<file path="src/rtl/feature_classifier_pkg.sv">
// Shared constants, FSM state type and address decode helper for the feature classifier.
// The feature order matches the extractor's serial output order.
package feature_classifier_pkg;

    localparam int unsigned NF       = 10;
    localparam int unsigned IDX_W    = 4;
    localparam logic [3:0]  BIAS_IDX = 4'd15;

    typedef enum logic [2:0] {
        StIdle,
        StArm,
        StCapture,
        StMac,
        StDone
    } fc_state_e;

    typedef enum int unsigned {
        FRms, FDiff, FStd, FDisp, FKurt, FSkew, FEntropy, FJerk, FPeaks, FMaxMag
    } feat_idx_e;

    // Class field must name an existing class; index is a weight slot or the bias slot.
    function automatic logic fc_addr_ok(logic [7:0] addr, int unsigned num_class);
        return (32'(addr[7:4]) < num_class) &&
               ((addr[3:0] < 4'(NF)) || (addr[3:0] == BIAS_IDX));
    endfunction

endpackage

</file>
<file path="src/rtl/feature_classifier_if.sv">
// Feature stream, weight write port and result handshake of the feature classifier.
// master drives stimulus/consumes results; slave is the classifier side.
interface feature_classifier_if #(
    parameter int unsigned N     = 24,
    parameter int unsigned WW    = 16,
    parameter int unsigned ACC_W = N + WW + 5
) ();

    logic signed [N-1:0]     f_in;
    logic                    f_finish;
    logic                    w_wr;
    logic [7:0]              w_addr;
    logic [N+WW-1:0]         w_data;
    logic                    w_busy;
    logic                    c_valid;
    logic                    c_ready;
    logic [2:0]              c_class;
    logic signed [ACC_W-1:0] c_score;

    modport master (
        output f_in, f_finish, w_wr, w_addr, w_data, c_ready,
        input  w_busy, c_valid, c_class, c_score
    );

    modport slave (
        input  f_in, f_finish, w_wr, w_addr, w_data, c_ready,
        output w_busy, c_valid, c_class, c_score
    );

endinterface

</file>
<file path="src/rtl/feature_classifier_mac.sv">
// Signed multiply-accumulate: one full-precision product per enabled cycle,
// bias preloaded instead of the running sum on the first product of a class.
module feature_classifier_mac #(
    parameter int unsigned N     = 24,
    parameter int unsigned WW    = 16,
    parameter int unsigned ACC_W = N + WW + 5
) (
    input  logic                    clk_i,
    input  logic                    rst_ni,
    input  logic                    clear_i,
    input  logic                    en_i,
    input  logic                    preload_i,
    input  logic signed [ACC_W-1:0] bias_i,
    input  logic signed [N-1:0]     feat_i,
    input  logic signed [WW-1:0]    weight_i,
    output logic signed [ACC_W-1:0] sum_o
);

    logic signed [N+WW-1:0]  prod;
    logic signed [ACC_W-1:0] prod_ext;
    logic signed [ACC_W-1:0] acc_d, acc_q;

    always_comb begin
        prod     = feat_i * weight_i;
        prod_ext = {{(ACC_W - N - WW){prod[N+WW-1]}}, prod};
        sum_o    = (preload_i ? bias_i : acc_q) + prod_ext;
    end

    always_comb begin
        acc_d = acc_q;
        if (clear_i) begin
            acc_d = '0;
        end else if (en_i) begin
            acc_d = sum_o;
        end
    end

    always_ff @(posedge clk_i or negedge rst_ni) begin
        if (!rst_ni) begin
            acc_q <= '0;
        end else begin
            acc_q <= acc_d;
        end
    end

endmodule

</file>
<file path="src/rtl/feature_classifier.sv">
// Captures a 10-word feature burst, scores every class as bias + sum(w*f) one product per
// cycle, and presents the argmax class and score on a valid/ready handshake.
module feature_classifier
    import feature_classifier_pkg::*;
#(
    parameter int unsigned N         = 24,
    parameter int unsigned WW        = 16,
    parameter int unsigned NUM_CLASS = 3,
    parameter int unsigned ACC_W     = N + WW + 5
) (
    input  logic                 clk,
    input  logic                 nReset,
    input  logic                 start,
    feature_classifier_if.slave  bus
);

    localparam int unsigned CW = (NUM_CLASS > 1) ? $clog2(NUM_CLASS) : 1;

    fc_state_e state_d, state_q;

    logic                    f_finish_q;
    logic [IDX_W-1:0]        cnt_d, cnt_q;
    logic [CW-1:0]           cls_d, cls_q;
    logic signed [N-1:0]     feat_d [NF];
    logic signed [N-1:0]     feat_q [NF];
    logic signed [WW-1:0]    w_d    [NUM_CLASS][NF];
    logic signed [WW-1:0]    w_q    [NUM_CLASS][NF];
    logic signed [ACC_W-1:0] bias_d [NUM_CLASS];
    logic signed [ACC_W-1:0] bias_q [NUM_CLASS];
    logic [2:0]              best_class_d, best_class_q;
    logic signed [ACC_W-1:0] best_score_d, best_score_q;
    logic                    c_valid_d, c_valid_q;

    logic                    w_busy, cap_en, mac_en;
    logic                    last_i, last_cls, wr_ok;
    logic [CW-1:0]           wr_cls;
    logic signed [ACC_W-1:0] mac_sum;

    assign last_i   = (cnt_q == 4'(NF - 1));
    assign last_cls = (32'(cls_q) == NUM_CLASS - 1);
    assign wr_cls   = bus.w_addr[CW+3:4];
    assign wr_ok    = bus.w_wr && (state_q != StMac) && fc_addr_ok(bus.w_addr, NUM_CLASS);

    always_ff @(posedge clk or negedge nReset) begin
        if (!nReset) begin
            state_q <= StIdle;
        end else begin
            state_q <= state_d;
        end
    end

    // start low is a synchronous clear that overrides every state.
    always_comb begin
        state_d = state_q;
        if (!start) begin
            state_d = StIdle;
        end else begin
            case (state_q)
                StIdle:    if (bus.f_finish && !f_finish_q) state_d = StArm;
                StArm:     state_d = StCapture;
                StCapture: if (last_i) state_d = StMac;
                StMac:     if (last_i && last_cls) state_d = StDone;
                StDone:    if (c_valid_q && bus.c_ready) state_d = StIdle;
                default:   state_d = StIdle;
            endcase
        end
    end

    always_comb begin
        w_busy = 1'b0;
        cap_en = 1'b0;
        mac_en = 1'b0;
        case (state_q)
            StCapture: cap_en = start;
            StMac: begin
                w_busy = 1'b1;
                mac_en = start;
            end
            default: ;
        endcase
    end

    feature_classifier_mac #(
        .N     (N),
        .WW    (WW),
        .ACC_W (ACC_W)
    ) u_mac (
        .clk_i     (clk),
        .rst_ni    (nReset),
        .clear_i   (!start),
        .en_i      (mac_en),
        .preload_i (cnt_q == '0),
        .bias_i    (bias_q[cls_q]),
        .feat_i    (feat_q[cnt_q]),
        .weight_i  (w_q[cls_q][cnt_q]),
        .sum_o     (mac_sum)
    );

    always_comb begin
        feat_d       = feat_q;
        w_d          = w_q;
        bias_d       = bias_q;
        best_class_d = best_class_q;
        best_score_d = best_score_q;
        c_valid_d    = 1'b0;
        cnt_d        = '0;
        cls_d        = '0;

        if (wr_ok) begin
            if (bus.w_addr[3:0] == BIAS_IDX) begin
                bias_d[wr_cls] = {{(ACC_W - N - WW){bus.w_data[N+WW-1]}}, bus.w_data};
            end else begin
                w_d[wr_cls][bus.w_addr[3:0]] = bus.w_data[WW-1:0];
            end
        end

        if (!start) begin
            feat_d       = '{default: '0};
            best_class_d = '0;
            best_score_d = '0;
        end else begin
            if (cap_en) begin
                feat_d[cnt_q] = bus.f_in;
                cnt_d         = last_i ? '0 : cnt_q + 4'd1;
            end
            if (mac_en) begin
                cnt_d = last_i ? '0 : cnt_q + 4'd1;
                cls_d = last_i ? cls_q + CW'(1) : cls_q;
                // Strict compare so ties keep the lowest class index.
                if (last_i && ((cls_q == '0) || (mac_sum > best_score_q))) begin
                    best_class_d = 3'(cls_q);
                    best_score_d = mac_sum;
                end
            end
            if (state_q == StDone) begin
                c_valid_d = !(c_valid_q && bus.c_ready);
            end
        end
    end

    always_ff @(posedge clk or negedge nReset) begin
        if (!nReset) begin
            f_finish_q   <= 1'b0;
            cnt_q        <= '0;
            cls_q        <= '0;
            feat_q       <= '{default: '0};
            w_q          <= '{default: '0};
            bias_q       <= '{default: '0};
            best_class_q <= '0;
            best_score_q <= '0;
            c_valid_q    <= 1'b0;
        end else begin
            f_finish_q   <= bus.f_finish;
            cnt_q        <= cnt_d;
            cls_q        <= cls_d;
            feat_q       <= feat_d;
            w_q          <= w_d;
            bias_q       <= bias_d;
            best_class_q <= best_class_d;
            best_score_q <= best_score_d;
            c_valid_q    <= c_valid_d;
        end
    end

    assign bus.w_busy  = w_busy;
    assign bus.c_valid = c_valid_q;
    assign bus.c_class = best_class_q;
    assign bus.c_score = best_score_q;

endmodule

</file>
<file path="src/flat_wrapper.sv">
// flat-port wrapper written by rule: the top's interface ports become plain ports
module feature_classifier_flat import feature_classifier_pkg::*;
#(
    parameter int unsigned N         = 24,
    parameter int unsigned WW        = 16,
    parameter int unsigned NUM_CLASS = 3,
    parameter int unsigned ACC_W     = N + WW + 5
)
  (clk, nReset, start, bus_f_in, bus_f_finish, bus_w_wr, bus_w_addr, bus_w_data, bus_c_ready, bus_w_busy, bus_c_valid, bus_c_class, bus_c_score);
  feature_classifier_if #(.N(N), .WW(WW), .ACC_W(ACC_W)) bus_i ();
  input  logic clk;
  input  logic nReset;
  input  logic start;
  input wire logic [$bits(bus_i.f_in)-1:0] bus_f_in;
  input wire logic [$bits(bus_i.f_finish)-1:0] bus_f_finish;
  input wire logic [$bits(bus_i.w_wr)-1:0] bus_w_wr;
  input wire logic [$bits(bus_i.w_addr)-1:0] bus_w_addr;
  input wire logic [$bits(bus_i.w_data)-1:0] bus_w_data;
  input wire logic [$bits(bus_i.c_ready)-1:0] bus_c_ready;
  output wire logic [$bits(bus_i.w_busy)-1:0] bus_w_busy;
  output wire logic [$bits(bus_i.c_valid)-1:0] bus_c_valid;
  output wire logic [$bits(bus_i.c_class)-1:0] bus_c_class;
  output wire logic [$bits(bus_i.c_score)-1:0] bus_c_score;
  assign bus_i.f_in = bus_f_in;
  assign bus_i.f_finish = bus_f_finish;
  assign bus_i.w_wr = bus_w_wr;
  assign bus_i.w_addr = bus_w_addr;
  assign bus_i.w_data = bus_w_data;
  assign bus_i.c_ready = bus_c_ready;
  assign bus_w_busy = bus_i.w_busy;
  assign bus_c_valid = bus_i.c_valid;
  assign bus_c_class = bus_i.c_class;
  assign bus_c_score = bus_i.c_score;
  feature_classifier #(.N(N), .WW(WW), .NUM_CLASS(NUM_CLASS), .ACC_W(ACC_W)) u_core (.clk(clk), .nReset(nReset), .start(start), .bus(bus_i));
endmodule
</file>
<file path="config.mk">
export PLATFORM = sky130hd
export DESIGN_NAME = feature_classifier_flat
export DESIGN_NICKNAME = d
export VERILOG_FILES = /design/src/rtl/feature_classifier_pkg.sv /design/src/rtl/feature_classifier_if.sv /design/src/rtl/feature_classifier_mac.sv /design/src/rtl/feature_classifier.sv /design/src/flat_wrapper.sv
export SDC_FILE = /design/constraint.sdc
export NUM_CORES = 2
export LEC_CHECK = 0
export CAP_MARGIN = 20
export CORE_UTILIZATION = 50
export DETAILED_ROUTE_END_ITERATION = 6
export PLACE_DENSITY_LB_ADDON = 0.2
export SYNTH_ARGS = -nofsm -noshare
export SYNTH_HDL_FRONTEND = slang
export SYNTH_SLANG_ARGS = --single-unit
</file>
<file path="constraint.sdc">
create_clock -name clk -period 13.4 [get_ports clk]
set_clock_uncertainty 0.1 [all_clocks]
set_input_delay 4.02 -clock clk [delete_from_list [all_inputs] [get_ports clk]]
set_output_delay 4.02 -clock clk [all_outputs]
set_load 0.03 [all_outputs]
</file>
==> run summary <==
• register to register — worst min path class
• 39.8% — top cell type's share of synthesized area
• sky130_fd_sc_hd__dfrtp_1 40%, sky130_fd_sc_hd__fa_1 15%, sky130_fd_sc_hd__mux2_2 12% — cells taking the most area after synthesis
• sky130_fd_sc_hd__dfrtp_1 — ys flop type
• 0 — Antenna Diode Count
• 41402 — number of global-route vias before repair
• 11.9 sq um — synthesized area per cell
• sky130_fd_sc_hd__dfrtp_1 — post-synth top area cell
• 0 — number of warnings printed during yosys synthesis
• 104 mW/mm^2 — power density over the cells
• 100 — Inserted Clock Buffers
• 0 — number of enable-type register cells in the synthesized netlist
• 113000 microns — detailed placer's ending HPWL
• register — sort of element at the end of the critical path
• 92.8% — share of the clock period used by the worst path
• 39456 — DR vias
• 0 — PostCTS Resize Cnt
• sky130_fd_sc_hd__clkbuf_16 — cell at the root of the clock tree
• 39.4% — GR met1 Demand/Resource
• 0 — final slew viol count
• false — RSZ-0062 raised after global routing
• 6 — first-pass iteration count of the detailed router
• 0 — global route total overflow
• 0 ns — sum of negative setup slack
• 346 microns — Die X
• 23.2% — normalized max-slew margin
• 13.92 ns — CP Data Required Time
• 4989 — gate count after technology mapping
• 198 — largest net degree at the start of global routing
• 126 — buffers added on ports
• register — Critical Path Source Type
• 0.97 ns — r2r setup slk
• 0.0804 GHz — Highest Clock Rate
• 39.8% — part of the Yosys area used for sequential elements
• 5726 — post-layout net count
• 0.964 — final RePlAce weighted congestion
• 125 — standard-cell rows
• 100% — async set-reset flop share out of synthesis
• 56.3% — fraction of the core area covered by cells at the end of the flow
• 9730 — Filler Cell Count
• 11.0% — Area Growth Syn to Fin
• 943 x sky130_fd_sc_hd__dfrtp_1, 623 x sky130_fd_sc_hd__mux2_2, 551 x sky130_fd_sc_hd__inv_1 — leading post-synthesis cells by instance count
• 0 — final setup violation count
• 0 — count of nets left with antenna violations after detail routing
• sky130_fd_sc_hd__dfrtp_1 — leading cell type by number of instances after synthesis
• 0.71 ns — clock insertion delay at the later pin of the skew report
• 22.7% — layout cells sized above 1
• sky130_fd_sc_hd__o22ai_1 — slowest cell on the critical path
• 80 — post-synthesis cell type count
• 0 — count of final hold-check violations
• 4.32% — met3 layer usage reported by global route
• 0.0658 sq mm — final std cell area, no fill
• 0.0624 sq mm — instance area at placement
• finished, final reports clean — outcome
• 0 — Max-cap violations
• 93.4 uV — Max rail drop VDD
• register to register — Crit Path Class
• 943 — post-synthesis sequential element count
• 346 microns — Die Y-Extent
• 0.06 ns — clock-pin slew reported for the worst setup and hold paths after clock tree synthesis
• 0.117 sq mm — Std-Cell Core Area
• 5677 — syn_nets
• 0.120 sq mm — floorplan die area
• 1.15 ns — Worst Max-Slew Pin Slew
• 12.95 ns — critical path arrival
• 43.3% — met2 usage
• 163000 microns — detailed-route wire length
• 0 — # DRC
• 0.89 ns — slowest cell delay on critical path
• 0.0314 uW — Leakage
• met2 — layer with the highest usage
• 2 — initial antenna violation count
• 50.8% — starting utilization of the core area
• 0.0593 sq mm — area of the mapped netlist
• 12.43 ns — time the final worst path needs with I/O delays and setup
• 128 — Boundary Pins
• 5.94 — via-per-instance ratio
• yes — clock tree from TritonCTS
• 943 — total number of clock tree sinks
• 40 — CP Max Fanout
• 257000 microns — first-pass GRT wire length
• 27.8% — all-layer global routing usage
• 3025 — number of DRC markers in iteration 0
• 24.6 microns — routed length per instance
• 3 — maximum root-to-sink buffer count
• 3 — H-Tree Level Count
## repair_timing
item,4_1_cts,5_1_grt
hold buffers,0,0
setup endpoints to repair,0,3
setup buffers,0,1
## layout make-up
type,instances,area [sq um],share of cell area (%)
multi-input combinational,3162,32300,49.2
sequential,943,23600,35.9
clock buffer,153,2960,4.50
timing repair buffer,276,2500,3.81
inverter,555,2080,3.17
tap,1524,1910,2.90
clock inverter,30,385,0.586
## kinds of logic after synthesis
family | synth area share [%]
compound gates | 8.26
xor+xnor | 0.694
fa+ha+maj | 18.4
buf+inv | 5.98
flops | 39.8
mux | 20.3
other cells | 0.00632
simple gates | 6.50
## metal layers
layer  vias to the layer above  part of all wire (%)  routed length (microns)
li1                      17096                     -                        -
met1                     20811                    44                    71300
met2                      1284                    46                    75200
met3                       263                   6.4                    10500
met4                         2                   4.0                     6520
met5                         -                0.0080                       13
## critical path, delay by kind of cell (launching register included)
kind	cells	cell delay [ns]
mux	4	1.19
simple gates	8	1.65
xor+xnor	1	0.42
compound gates	9	2.72
flops	1	0.85
fa+ha+maj	8	3.59
buf+inv	9	1.73
## per-stage QoR
stage,instances,setup slack [ns],power [uW],hold slack (ns)
after global placement,6458,1.07,4050,0.382
after detailed placement,6459,0.939,4070,0.385
after CTS,6642,0.859,6900,0.401
after global routing,6643,0.123,7120,0.408
after floorplan,4989,2.99,3660,0.367
final,6643,0.966,6850,0.399
## where the power goes
part           leakage, uW  internal [uW]  switching, uW
Sequential          0.0131           2930           59.2
Clock              0.00164           1640           1190
Combinational       0.0167            368            670
Total               0.0314           4940           1910
## layout by cell type, fill, tap and decap left out, types with 13 or more instances in the layout
cell type,instances
sky130_fd_sc_hd__ha_1,172
sky130_fd_sc_hd__o21a_1,13
sky130_fd_sc_hd__clkbuf_8,24
sky130_fd_sc_hd__inv_1,550
sky130_fd_sc_hd__nand2_1,391
sky130_fd_sc_hd__dfrtp_1,937
sky130_fd_sc_hd__clkbuf_16,101
sky130_fd_sc_hd__a21o_1,25
sky130_fd_sc_hd__nand3_1,26
sky130_fd_sc_hd__nand4_1,22
sky130_fd_sc_hd__fa_1,438
sky130_fd_sc_hd__a22o_1,242
sky130_fd_sc_hd__mux4_2,153
sky130_fd_sc_hd__clkbuf_1,28
sky130_fd_sc_hd__clkinv_2,17
sky130_fd_sc_hd__xor2_1,14
sky130_fd_sc_hd__o22a_1,19
sky130_fd_sc_hd__nor2_2,25
sky130_fd_sc_hd__a21oi_1,178
sky130_fd_sc_hd__and2_1,40
sky130_fd_sc_hd__xnor2_1,33
sky130_fd_sc_hd__o22ai_1,32
sky130_fd_sc_hd__clkdlybuf4s50_1,125
sky130_fd_sc_hd__mux2i_1,142
sky130_fd_sc_hd__nor2_1,273
sky130_fd_sc_hd__buf_4,141
sky130_fd_sc_hd__o21ai_0,82
sky130_fd_sc_hd__mux2_2,623
sky130_fd_sc_hd__nor2b_1,25
sky130_fd_sc_hd__nor3_1,17
## state kept, by name, summed over array words and instances (netlist names)
signal and flops:
u_core.w_q 480, u_core.feat_q 240, u_core.bias_q 120, u_core.bus.c_score 45
u_core.u_mac.acc_q 45, u_core.cnt_q 4, u_core.state_q 3, u_core.bus.c_class 2
u_core.cls_q 2, u_core.bus.c_valid 1, u_core.f_finish_q 1
## path summary, 6_finish.rpt
| path | start | endpoint | cells past startpoint |
|---|---|---|---|
| worst max register to register | u_core.cnt_q[1] | u_core.bus.c_score[35] | 39 |
| worst max-delay path | u_core.cnt_q[1] | u_core.bus.c_score[35] | 39 |
| min in group asynchronous | nReset | u_core.bias_q[2] | 1 |
| worst min-delay path | u_core.w_q[223] | u_core.w_q[223] | 1 |
| worst min register to register | u_core.w_q[223] | u_core.w_q[223] | 1 |
| max in group asynchronous | nReset | u_core.w_q[119] | 3 |
Power figures use the tool's default switching activity.
